==> config.mk <==
export PLATFORM = sky130hd
export DESIGN_NAME = byte_ram_ctrl_flat
export DESIGN_NICKNAME = d
export VERILOG_FILES = /design/src/rtl/byte_ram_pkg.sv /design/src/rtl/byte_ram_ctrl_if.sv /design/src/rtl/byte_lane_mux.sv /design/src/rtl/byte_ram_ctrl.sv /design/src/flat_wrapper.sv
export SDC_FILE = /design/constraint.sdc
export NUM_CORES = 1
export LEC_CHECK = 0
export CAP_MARGIN = 20
export CORE_MARGIN = 10
export CORE_UTILIZATION = 29
export CTS_BUF_LIST = sky130_fd_sc_hd__clkbuf_8
export CTS_CLUSTER_SIZE = 30
export DETAILED_ROUTE_END_ITERATION = 10
export HOLD_SLACK_MARGIN = 0.05
export PLACE_DENSITY = 0.57
export SLEW_MARGIN = 5
export SYNTH_ARGS = -nofsm -noshare
export SYNTH_HDL_FRONTEND = slang
export SYNTH_SLANG_ARGS = --single-unit
==> constraint.sdc <==
create_clock -name clk -period 2.3 [get_ports clk]
set_input_delay 0.46 -clock clk [delete_from_list [all_inputs] [get_ports clk]]
set_output_delay 0.46 -clock clk [all_outputs]
set_load 0.05 [all_outputs]
==> src/rtl/byte_ram_pkg.sv <==
// Shared types and width helpers for the byte-access SRAM controller.
// The replicate helper returns a maximally wide word; callers size-cast it.
package byte_ram_pkg;

  localparam int MAX_BPW = 16;

  typedef enum logic [2:0] {
    ST_CLEAR,
    ST_IDLE,
    ST_RD_ISSUE,
    ST_RD_WAIT,
    ST_RD_HOLD
  } state_e;

  function automatic int calc_lane_w(input int bpw);
    return $clog2(bpw);
  endfunction

  function automatic int calc_waddr_w(input int depth);
    return $clog2(depth);
  endfunction

  function automatic int calc_addr_w(input int bpw, input int depth);
    return $clog2(depth) + $clog2(bpw);
  endfunction

  function automatic logic [8*MAX_BPW-1:0] replicate_byte(input logic [7:0] b);
    return {MAX_BPW{b}};
  endfunction

endpackage

==> src/rtl/byte_ram_ctrl_if.sv <==
// Host-side command and response channels of the byte RAM controller.
interface byte_ram_ctrl_if #(
  parameter int ADDR_W = 7,
  parameter int LEN_W  = 4
) ();
  logic              cmd_valid;
  logic              cmd_ready;
  logic              cmd_write;
  logic [ADDR_W-1:0] cmd_addr;
  logic [7:0]        cmd_wdata;
  logic [LEN_W-1:0]  cmd_len;
  logic              rsp_valid;
  logic              rsp_ready;
  logic [7:0]        rsp_data;
  logic              rsp_last;

  modport master (
    output cmd_valid, cmd_write, cmd_addr, cmd_wdata, cmd_len, rsp_ready,
    input  cmd_ready, rsp_valid, rsp_data, rsp_last
  );

  modport slave (
    input  cmd_valid, cmd_write, cmd_addr, cmd_wdata, cmd_len, rsp_ready,
    output cmd_ready, rsp_valid, rsp_data, rsp_last
  );
endinterface

==> src/rtl/byte_lane_mux.sv <==
// Picks one 8-bit lane out of a RAM word using a registered lane index.
module byte_lane_mux
  import byte_ram_pkg::*;
#(
  parameter  int BYTES_PER_WORD = 4,
  localparam int LANE_W         = calc_lane_w(BYTES_PER_WORD)
) (
  input  logic [8*BYTES_PER_WORD-1:0] word_i,
  input  logic [LANE_W-1:0]           lane_i,
  output logic [7:0]                  byte_o
);

  always_comb begin
    byte_o = '0;
    for (int l = 0; l < BYTES_PER_WORD; l++) begin
      if (lane_i == LANE_W'(l)) byte_o = word_i[8*l +: 8];
    end
  end

endmodule

==> src/rtl/byte_ram_ctrl.sv <==
// Byte write / burst read controller for a word-wide synchronous SRAM.
// Define CLEAR_ON_RESET_EN to zero the whole array after reset before serving the host.
//
// state       | meaning
// ST_CLEAR    | post-reset zero sweep, one word per cycle
// ST_IDLE     | accepting commands; writes complete here
// ST_RD_ISSUE | RAM read enable on the port for the current word
// ST_RD_WAIT  | RAM data arriving, lane captured into rsp_data
// ST_RD_HOLD  | response held until the host takes it
module byte_ram_ctrl
  import byte_ram_pkg::*;
#(
  parameter  int BYTES_PER_WORD = 4,
  parameter  int DEPTH          = 32,
  parameter  int LEN_W          = 4,
  localparam int LANE_W         = calc_lane_w(BYTES_PER_WORD),
  localparam int WADDR_W        = calc_waddr_w(DEPTH),
  localparam int ADDR_W         = calc_addr_w(BYTES_PER_WORD, DEPTH),
  localparam int DI_W           = 8*BYTES_PER_WORD
) (
  input  logic                      clk,
  input  logic                      rst_n,
  byte_ram_ctrl_if.slave            host,
  output logic                      busy,
  output logic                      ram_en,
  output logic [WADDR_W-1:0]        ram_addr,
  output logic [BYTES_PER_WORD-1:0] ram_we,
  output logic [DI_W-1:0]           ram_di,
  input  logic [DI_W-1:0]           ram_do
);

`ifdef CLEAR_ON_RESET_EN
  localparam state_e RESET_STATE = ST_CLEAR;
  logic [WADDR_W-1:0] clr_q, clr_d;
`else
  localparam state_e RESET_STATE = ST_IDLE;
`endif

  state_e                    state_q, state_d;
  logic [ADDR_W-1:0]         addr_q, addr_d;
  logic [LEN_W-1:0]          cnt_q, cnt_d;
  logic                      cmd_ready_q, cmd_ready_d;
  logic                      busy_q, busy_d;
  logic                      rsp_valid_q, rsp_valid_d;
  logic [7:0]                rsp_data_q, rsp_data_d;
  logic                      rsp_last_q, rsp_last_d;
  logic                      ram_en_q, ram_en_d;
  logic [WADDR_W-1:0]        ram_addr_q, ram_addr_d;
  logic [BYTES_PER_WORD-1:0] ram_we_q, ram_we_d;
  logic [DI_W-1:0]           ram_di_q, ram_di_d;
  logic [7:0]                lane_byte;
  logic                      cmd_fire, rsp_fire;
  logic [ADDR_W-1:0]         addr_inc;

  assign cmd_fire = host.cmd_valid & cmd_ready_q;
  assign rsp_fire = rsp_valid_q & host.rsp_ready;
  assign addr_inc = addr_q + ADDR_W'(1);

  byte_lane_mux #(.BYTES_PER_WORD(BYTES_PER_WORD)) u_lane_mux (
    .word_i (ram_do),
    .lane_i (addr_q[LANE_W-1:0]),
    .byte_o (lane_byte)
  );

  always_ff @(posedge clk or negedge rst_n) begin
    if (!rst_n) state_q <= RESET_STATE;
    else        state_q <= state_d;
  end

  always_comb begin
    state_d = state_q;
    case (state_q)
`ifdef CLEAR_ON_RESET_EN
      ST_CLEAR:    if (clr_q == WADDR_W'(DEPTH-1)) state_d = ST_IDLE;
`else
      ST_CLEAR:    state_d = ST_IDLE;
`endif
      ST_IDLE:     if (cmd_fire && !host.cmd_write) state_d = ST_RD_ISSUE;
      ST_RD_ISSUE: state_d = ST_RD_WAIT;
      ST_RD_WAIT:  state_d = ST_RD_HOLD;
      ST_RD_HOLD:  if (rsp_fire) state_d = rsp_last_q ? ST_IDLE : ST_RD_ISSUE;
      default:     state_d = ST_IDLE;
    endcase
  end

  // RAM port values are computed one cycle ahead so the port itself is a register.
  always_comb begin
    addr_d      = addr_q;
    cnt_d       = cnt_q;
    rsp_valid_d = rsp_valid_q;
    rsp_data_d  = rsp_data_q;
    rsp_last_d  = rsp_last_q;
    ram_en_d    = 1'b0;
    ram_we_d    = '0;
    ram_addr_d  = ram_addr_q;
    ram_di_d    = ram_di_q;
    cmd_ready_d = (state_d == ST_IDLE);
    busy_d      = (state_d != ST_IDLE);
`ifdef CLEAR_ON_RESET_EN
    clr_d       = clr_q;
`endif
    case (state_q)
`ifdef CLEAR_ON_RESET_EN
      ST_CLEAR: begin
        ram_en_d   = 1'b1;
        ram_we_d   = '1;
        ram_addr_d = clr_q;
        ram_di_d   = '0;
        clr_d      = clr_q + WADDR_W'(1);
      end
`endif
      ST_IDLE: begin
        if (cmd_fire) begin
          ram_en_d   = 1'b1;
          ram_addr_d = host.cmd_addr[ADDR_W-1:LANE_W];
          if (host.cmd_write) begin
            ram_we_d = BYTES_PER_WORD'(1) << host.cmd_addr[LANE_W-1:0];
            ram_di_d = DI_W'(replicate_byte(host.cmd_wdata));
          end else begin
            addr_d = host.cmd_addr;
            cnt_d  = host.cmd_len;
          end
        end
      end
      ST_RD_WAIT: begin
        rsp_valid_d = 1'b1;
        rsp_data_d  = lane_byte;
        rsp_last_d  = (cnt_q == '0);
      end
      ST_RD_HOLD: begin
        if (rsp_fire) begin
          rsp_valid_d = 1'b0;
          if (!rsp_last_q) begin
            addr_d     = addr_inc;
            cnt_d      = cnt_q - LEN_W'(1);
            ram_en_d   = 1'b1;
            ram_addr_d = addr_inc[ADDR_W-1:LANE_W];
          end
        end
      end
      default: ;
    endcase
  end

  always_ff @(posedge clk or negedge rst_n) begin
    if (!rst_n) begin
      addr_q      <= '0;
      cnt_q       <= '0;
      cmd_ready_q <= 1'b0;
      busy_q      <= 1'b1;
      rsp_valid_q <= 1'b0;
      rsp_data_q  <= '0;
      rsp_last_q  <= 1'b0;
      ram_en_q    <= 1'b0;
      ram_addr_q  <= '0;
      ram_we_q    <= '0;
      ram_di_q    <= '0;
    end else begin
      addr_q      <= addr_d;
      cnt_q       <= cnt_d;
      cmd_ready_q <= cmd_ready_d;
      busy_q      <= busy_d;
      rsp_valid_q <= rsp_valid_d;
      rsp_data_q  <= rsp_data_d;
      rsp_last_q  <= rsp_last_d;
      ram_en_q    <= ram_en_d;
      ram_addr_q  <= ram_addr_d;
      ram_we_q    <= ram_we_d;
      ram_di_q    <= ram_di_d;
    end
  end

`ifdef CLEAR_ON_RESET_EN
  always_ff @(posedge clk or negedge rst_n) begin
    if (!rst_n) clr_q <= '0;
    else        clr_q <= clr_d;
  end
`endif

  assign host.cmd_ready = cmd_ready_q;
  assign host.rsp_valid = rsp_valid_q;
  assign host.rsp_data  = rsp_data_q;
  assign host.rsp_last  = rsp_last_q;
  assign busy           = busy_q;
  assign ram_en         = ram_en_q;
  assign ram_addr       = ram_addr_q;
  assign ram_we         = ram_we_q;
  assign ram_di         = ram_di_q;

endmodule

==> src/flat_wrapper.sv <==
// flat-port wrapper written by rule: the top's interface ports become plain ports
module byte_ram_ctrl_flat import byte_ram_pkg::*;
#(
  parameter  int BYTES_PER_WORD = 4,
  parameter  int DEPTH          = 32,
  parameter  int LEN_W          = 4,
  localparam int LANE_W         = calc_lane_w(BYTES_PER_WORD),
  localparam int WADDR_W        = calc_waddr_w(DEPTH),
  localparam int ADDR_W         = calc_addr_w(BYTES_PER_WORD, DEPTH),
  localparam int DI_W           = 8*BYTES_PER_WORD
)
  (clk, rst_n, busy, ram_en, ram_addr, ram_we, ram_di, ram_do, host_cmd_valid, host_cmd_write, host_cmd_addr, host_cmd_wdata, host_cmd_len, host_rsp_ready, host_cmd_ready, host_rsp_valid, host_rsp_data, host_rsp_last);
  byte_ram_ctrl_if #(.ADDR_W((7)), .LEN_W(LEN_W)) host_i ();
  input  logic clk;
  input  logic rst_n;
  output logic busy;
  output logic ram_en;
  output logic [WADDR_W-1:0] ram_addr;
  output logic [BYTES_PER_WORD-1:0] ram_we;
  output logic [DI_W-1:0] ram_di;
  input  logic [DI_W-1:0] ram_do;
  input wire logic [$bits(host_i.cmd_valid)-1:0] host_cmd_valid;
  input wire logic [$bits(host_i.cmd_write)-1:0] host_cmd_write;
  input wire logic [$bits(host_i.cmd_addr)-1:0] host_cmd_addr;
  input wire logic [$bits(host_i.cmd_wdata)-1:0] host_cmd_wdata;
  input wire logic [$bits(host_i.cmd_len)-1:0] host_cmd_len;
  input wire logic [$bits(host_i.rsp_ready)-1:0] host_rsp_ready;
  output wire logic [$bits(host_i.cmd_ready)-1:0] host_cmd_ready;
  output wire logic [$bits(host_i.rsp_valid)-1:0] host_rsp_valid;
  output wire logic [$bits(host_i.rsp_data)-1:0] host_rsp_data;
  output wire logic [$bits(host_i.rsp_last)-1:0] host_rsp_last;
  assign host_i.cmd_valid = host_cmd_valid;
  assign host_i.cmd_write = host_cmd_write;
  assign host_i.cmd_addr = host_cmd_addr;
  assign host_i.cmd_wdata = host_cmd_wdata;
  assign host_i.cmd_len = host_cmd_len;
  assign host_i.rsp_ready = host_rsp_ready;
  assign host_cmd_ready = host_i.cmd_ready;
  assign host_rsp_valid = host_i.rsp_valid;
  assign host_rsp_data = host_i.rsp_data;
  assign host_rsp_last = host_i.rsp_last;
  byte_ram_ctrl #(.BYTES_PER_WORD(BYTES_PER_WORD), .DEPTH(DEPTH), .LEN_W(LEN_W)) u_core (.clk(clk), .rst_n(rst_n), .host(host_i), .busy(busy), .ram_en(ram_en), .ram_addr(ram_addr), .ram_we(ram_we), .ram_di(ram_di), .ram_do(ram_do));
endmodule
==> flow_summary.json, run 1 <==
{
  "seq_area_frac_synth": 0.4446,
  "crit_path_end_kind": "output pin",
  "post_cts_resized": 0,
  "track_usage": 0.1072,
  "drt_pass1_iterations": 4,
  "synthDistinctLibCells": 48,
  "cp_max_fo": 1,
  "crit_slowest_cell": "clkdlybuf4s50_1",
  "start_util": 0.3006,
  "hold_violations": 0,
  "grt_max_degree": 22,
  "h-tree-depth": 2,
  "slowest_delay_ns": 0.80,
  "grt_remaining_overflow": 0,
  "worst_slew_pin_slew_ns": 0.6001,
  "ioPinCount": 110,
  "setup_violations": 0,
  "drt-total-wl_microns": 6972,
  "worstSetupStartpointType": "flop",
  "synth-edff-count": 0,
  "syn-cell-area_sq_um": 2482,
  "grt_setup_unrepaired": "no",
  "worst-path-buf-inv": 1,
  "portBuffers": 109,
  "ys_top_cells_by_area": "dfrtp_1 (42%), buf_4 (7.9%), mux2_1 (3.6%)",
  "die_h_microns": 112.5,
  "dr_total_vias": 2131,
  "dieArea_sq_um": 12660,
  "clk_transition_reported_paths_ns": 0.09,
  "cap_violations": 0,
  "r2r_end": "u_core.host.rsp_data[1]",
  "yosysWarnings": 0,
  "nets": 405,
  "die_x_microns": 112.5,
  "crit_family": "buffers and inverters",
  "r2r_start": "u_core.addr_q[0]",
  "synthFlopType": "dfrtp_1",
  "vias_per_cell": 4.736,
  "grt_pass1_wl_microns": 11520,
  "drive_above_1_share": 0.07536,
  "antenna_found_initial": 0,
  "fin_util": 0.4397,
  "diodes": 0,
  "period_share": 0.8990,
  "insertion_delay_ns": 0.29,
  "worstPathArrival_ns": 1.61,
  "wl_per_cell_microns": 15.49,
  "relSlewSlack": 0.5999,
  "drtAntennaViolNets": 0,
  "power_leakage_nw": 1.532,
  "fin_setup_tns_ns": 0,
  "syn_nets": 319,
  "synth.top_cell.area_share": 0.4234,
  "cts_root_buf": "clkbuf_8",
  "cts_tree": "built",
  "synthArstFlopShare": 1.000,
  "fin_skew_ns": 0.008488,
  "required_ns": 1.84,
  "crit_path_cell_trace": "clkdlybuf4s50_1",
  "max_freq_ghz": 0.4837,
  "cts_buffers": 5,
  "status": "finished, final reports clean",
  "synth.avg_cell_area_sq_um": 9.622,
  "dp_hpwl_microns": 5514,
  "drv_slew": 0,
  "finalCriticalPeriod_ns": 2.068,
  "place_congestion": 0.7714,
  "area_growth_pct": 46.27,
  "critPathKind": "flop to output pin",
  "powerDensity_nw_per_um2": 1640,
  "ctsHoldBuffers": 0,
  "core_area_sq_um": 8258,
  "synth_top_area_cell": "dfrtp_1",
  "clock_sinks": 44,
  "vdd_drop_max_mv": 0.5512,
  "critical_path_depth": 1,
  "r2r_cells": 5,
  "grt_pass1_vias": 2233,
  "ys_ff_latch": 44,
  "cts.path.max_buffers": 2,
  "r2r_slack_ns": 0.51,
  "fin_cells": 450,
  "hold_path_class": "input pin to asynchronous set/reset pin",
  "cts_setup_buffers": 0,
  "first_iter_violations": 103,
  "drc": 0,
  "placed_cells": 442,
  "syn_inst": 258,
  "num_rows": 33
}
==> cells in the final DEF (no fill, tap or decap), types with 2 or more instances in the layout <==
cell type and instances:
dfrtp_1 42, a22oi_1 2, a21o_1 2, clkdlybuf4s50_1 108, nand3_1 9, mux2i_1 2
a21oi_1 6, o211ai_1 2, mux2_1 8, a2bb2oi_1 3, and3_1 3, a22o_1 2
a221oi_1 7, clkbuf_8 7, a211o_1 8, xor2_1 2, o21ai_0 5, nand2_1 22
ha_1 5, o21ai_1 8, xnor2_1 2, nor2_1 21, and3b_1 3, inv_1 18
a31oi_1 11, nor3b_2 3, nor3b_1 2, buf_4 8, and2_1 2, o31ai_1 2
dfstp_2 2
==> cells in the mapped netlist, types with 7 or more instances <==
library cell	count
dfrtp_1	42
buf_4	26
nand2_1	22
nor2_1	21
inv_1	18
a31oi_1	11
nand3_1	9
a211o_1	8
mux2_1	8
o21ai_1	8
a221oi_1	7
==> how the worst max path moves through the flow <==
stage / from / to
floorplan: u_core.host.cmd_ready / u_core.ram_di[25]
global placement: host_cmd_valid / u_core.ram_di[25]
detailed placement: host_rsp_ready / u_core.ram_addr[2]
CTS: u_core.busy / busy
global route: u_core.busy / busy
finish: u_core.busy / busy
==> logic make-up (layout without fill, tap and decap cells) <==
family,Yosys count,in the layout,share of synthesized area
AND/OR/NAND/NOR,72,72,0.1497
AO/OA/AOI/OAI,66,66,0.1905
buffers and inverters,57,144,0.1316
flip-flops,44,44,0.4446
multiplexers,10,10,0.04436
adder cells (fa/ha/maj),5,5,0.02520
XOR/XNOR,4,4,0.01412
==> flip-flops by register name, indices dropped and copies added (netlist names) <==
register / count
u_core.addr_q: 7
u_core.ram_di: 8
u_core.ram_addr: 5
u_core.host.cmd_ready: 1
u_core.cnt_q: 4
u_core.state_q: 3
u_core.host.rsp_valid: 1
u_core.busy: 1
u_core.host.rsp_last: 1
u_core.ram_en: 1
u_core.ram_we: 4
u_core.host.rsp_data: 8
==> final cells by class <==
cell class,instances,area (sq um)
clock buffer,7,96.34
clock inverter,1,30.03
fill,816,4627
inverter,19,71.32
multi-input combinational,157,1052
sequential,44,1104
tap,105,131.4
timing repair buffer,117,1146
==> per-stage QoR <==
step                      total power [mW]  hold WS [ns]  area (sq um)  setup slack, ns
final                                5.955       0.06361          3631           0.2324
after global routing                 6.330       0.07098          3631           0.2011
after CTS                            6.030       0.06010          3631           0.2098
after detailed placement             5.362        0.3911          3505           0.2779
after global placement               5.325        0.3847          3505           0.3068
after floorplan                      4.361        0.1644          2482           0.5802
==> power breakdown <==
part | internal (mW) | switching, mW | leakage (nW)
registers | 1.13 | 0.316 | 0.519
logic | 1.38 | 2.48 | 0.949
clock network | 0.383 | 0.261 | 0.0645
total | 2.89 | 3.06 | 1.53
==> routing by layer <==
layer | track usage | routed length, microns | share of wire
met1 | 0.1270 | 3152 | 0.45
met2 | 0.1665 | 2904 | 0.42
met4 | 0.02284 | 14 | 0.0020
met3 | 0.05964 | 900 | 0.13
met5 | 0 | 0 | 0
No activity file was read; power rests on OpenSTA's default activity.
==> inputs of run 2 (changes only) <==
Settings changed: CORE_UTILIZATION 29 to 40, PLACE_DENSITY 0.57 to 0.75.
==> flow_summary.json, run 2 (synthesis gave the netlist of run 1 again) <==
{
  "holdWs_ns": 0.07081,
  "grt_setup_unrepaired": "no",
  "fin_setup_tns_ns": 0,
  "dr_total_vias": 2129,
  "most-common-layout-cells": "clkdlybuf4s50_1 (108), dfrtp_1 (42), nand2_1 (22), nor2_1 (21), inv_1 (18)",
  "cp_max_fo": 1,
  "wl_per_cell_microns": 15.44,
  "hold_path_class": "input pin to asynchronous set/reset pin",
  "clock_sinks": 44,
  "h-tree-depth": 2,
  "setup_violations": 0,
  "required_ns": 1.84,
  "cts_root_buf": "clkbuf_8",
  "final_common_cell": "clkdlybuf4s50_1",
  "worst-path-buf-inv": 1,
  "nets": 404,
  "num_rows": 28,
  "start_util": 0.4168,
  "clk_transition_reported_paths_ns": 0.09,
  "drv_slew": 0,
  "period_share": 0.9018,
  "fin_cells": 419,
  "finalCriticalPeriod_ns": 2.074,
  "ioPinCount": 110,
  "track_usage": 0.1295,
  "die_h_microns": 98.78,
  "post_cts_resized": 0,
  "vdd_drop_max_mv": 1.253,
  "cts_buffers": 5,
  "placed_cells": 411,
  "cap_violations": 0,
  "fin_util": 0.6002,
  "first_iter_violations": 52,
  "fin_skew_ns": 0.01038,
  "power_leakage_nw": 1.517,
  "portBuffers": 109,
  "insertion_delay_ns": 0.30,
  "hold_violations": 0,
  "grt_pass1_wl_microns": 10720,
  "seq_area_sq_um": 1104,
  "powerDensity_nw_per_um2": 1649,
  "max_freq_ghz": 0.4821,
  "drc": 0,
  "drt_pass1_iterations": 4,
  "antenna_found_initial": 0,
  "vias_per_cell": 5.081,
  "core_area_sq_um": 5956,
  "place_congestion": 0.8311,
  "crit_family": "buffers and inverters",
  "grt_remaining_overflow": 0,
  "drt-total-wl_microns": 6468,
  "crit_path_cell_trace": "clkdlybuf4s50_1",
  "area_growth_pct": 44.00,
  "drive_above_1_share": 0.07267,
  "finalPower_mw": 5.893,
  "cts_setup_buffers": 0,
  "dieArea_sq_um": 9757,
  "grt_max_degree": 22,
  "drtAntennaViolNets": 0,
  "dp_hpwl_microns": 5173,
  "cts_tree": "built",
  "critPathKind": "flop to output pin",
  "relSlewSlack": 0.6440,
  "crit_path_end_kind": "output pin",
  "worstPathArrival_ns": 1.61,
  "diodes": 0,
  "crit_slowest_cell": "clkdlybuf4s50_1",
  "worst_slew_pin_slew_ns": 0.5323,
  "final.fill_count": 505,
  "multi_input_area_sq_um": 1052,
  "slowest_delay_ns": 0.79,
  "cts.path.max_buffers": 2,
  "die_x_microns": 98.78,
  "grt_pass1_vias": 2187,
  "status": "finished, final reports clean",
  "ctsHoldBuffers": 0,
  "worstSetupStartpointType": "flop"
}
[run 2: cell types whose count changed in the layout (fill, tap and decap cells not counted)]
cell	change
clkbuf_8	-2
buf_4	-1
clkinvlp_4	+1
inv_6	+1
[run 2: per-stage QoR]
stage	cell area (sq um)	setup WS [ns]
4_1_cts	3575	0.2060
5_1_grt	3575	0.1927
6_report	3575	0.2259
2_1_floorplan	2482	0.5802
3_3_place_gp	3460	0.3558
3_5_place_dp	3460	0.3023
[run 2: cell type report]
cell class / instances / area share
multi-input combinational: 157 / 0.2944
tap: 75 / 0.02625
inverter: 19 / 0.01995
clock inverter: 3 / 0.01295
clock buffer: 5 / 0.01925
timing repair buffer: 116 / 0.3185
sequential: 44 / 0.3087
[run 2: path summary, 6_finish.rpt]
| path | start | end | slack (ns) | cells past startpoint |
|---|---|---|---|---|
| worst max register to register | u_core.addr_q[1] | u_core.host.rsp_data[3] | 0.43 | 6 |
| min in group clk | u_core.ram_addr[0] | u_core.ram_addr[0] | 0.48 | 2 |
| max in group asynchronous | rst_n | u_core.state_q[0] | 1.59 | 2 |
| worst min-delay path | rst_n | u_core.ram_addr[1] | 0.07 | 1 |
| worst min register to register | u_core.ram_addr[0] | u_core.ram_addr[0] | 0.48 | 2 |
| worst max-delay path | u_core.busy | busy | 0.23 | 1 |
[run 2: where the power goes]
part | total (mW) | internal [mW] | switching, mW
Clock | 0.604 | 0.327 | 0.277
Combinational | 3.85 | 1.38 | 2.47
Sequential | 1.44 | 1.13 | 0.313
[run 2: metal layers]
| metal | part of all wire | wire length [microns] | global-route usage | up-vias |
|---|---|---|---|---|
| li1 | - | - | - | 1052 |
| met1 | 0.45 | 2927 | 0.1545 | 964 |
| met2 | 0.41 | 2662 | 0.1979 | 107 |
| met3 | 0.13 | 832 | 0.07542 | 6 |
| met4 | 0.0071 | 46 | 0.02646 | 0 |
| met5 | 0 | 0 | 0 | - |
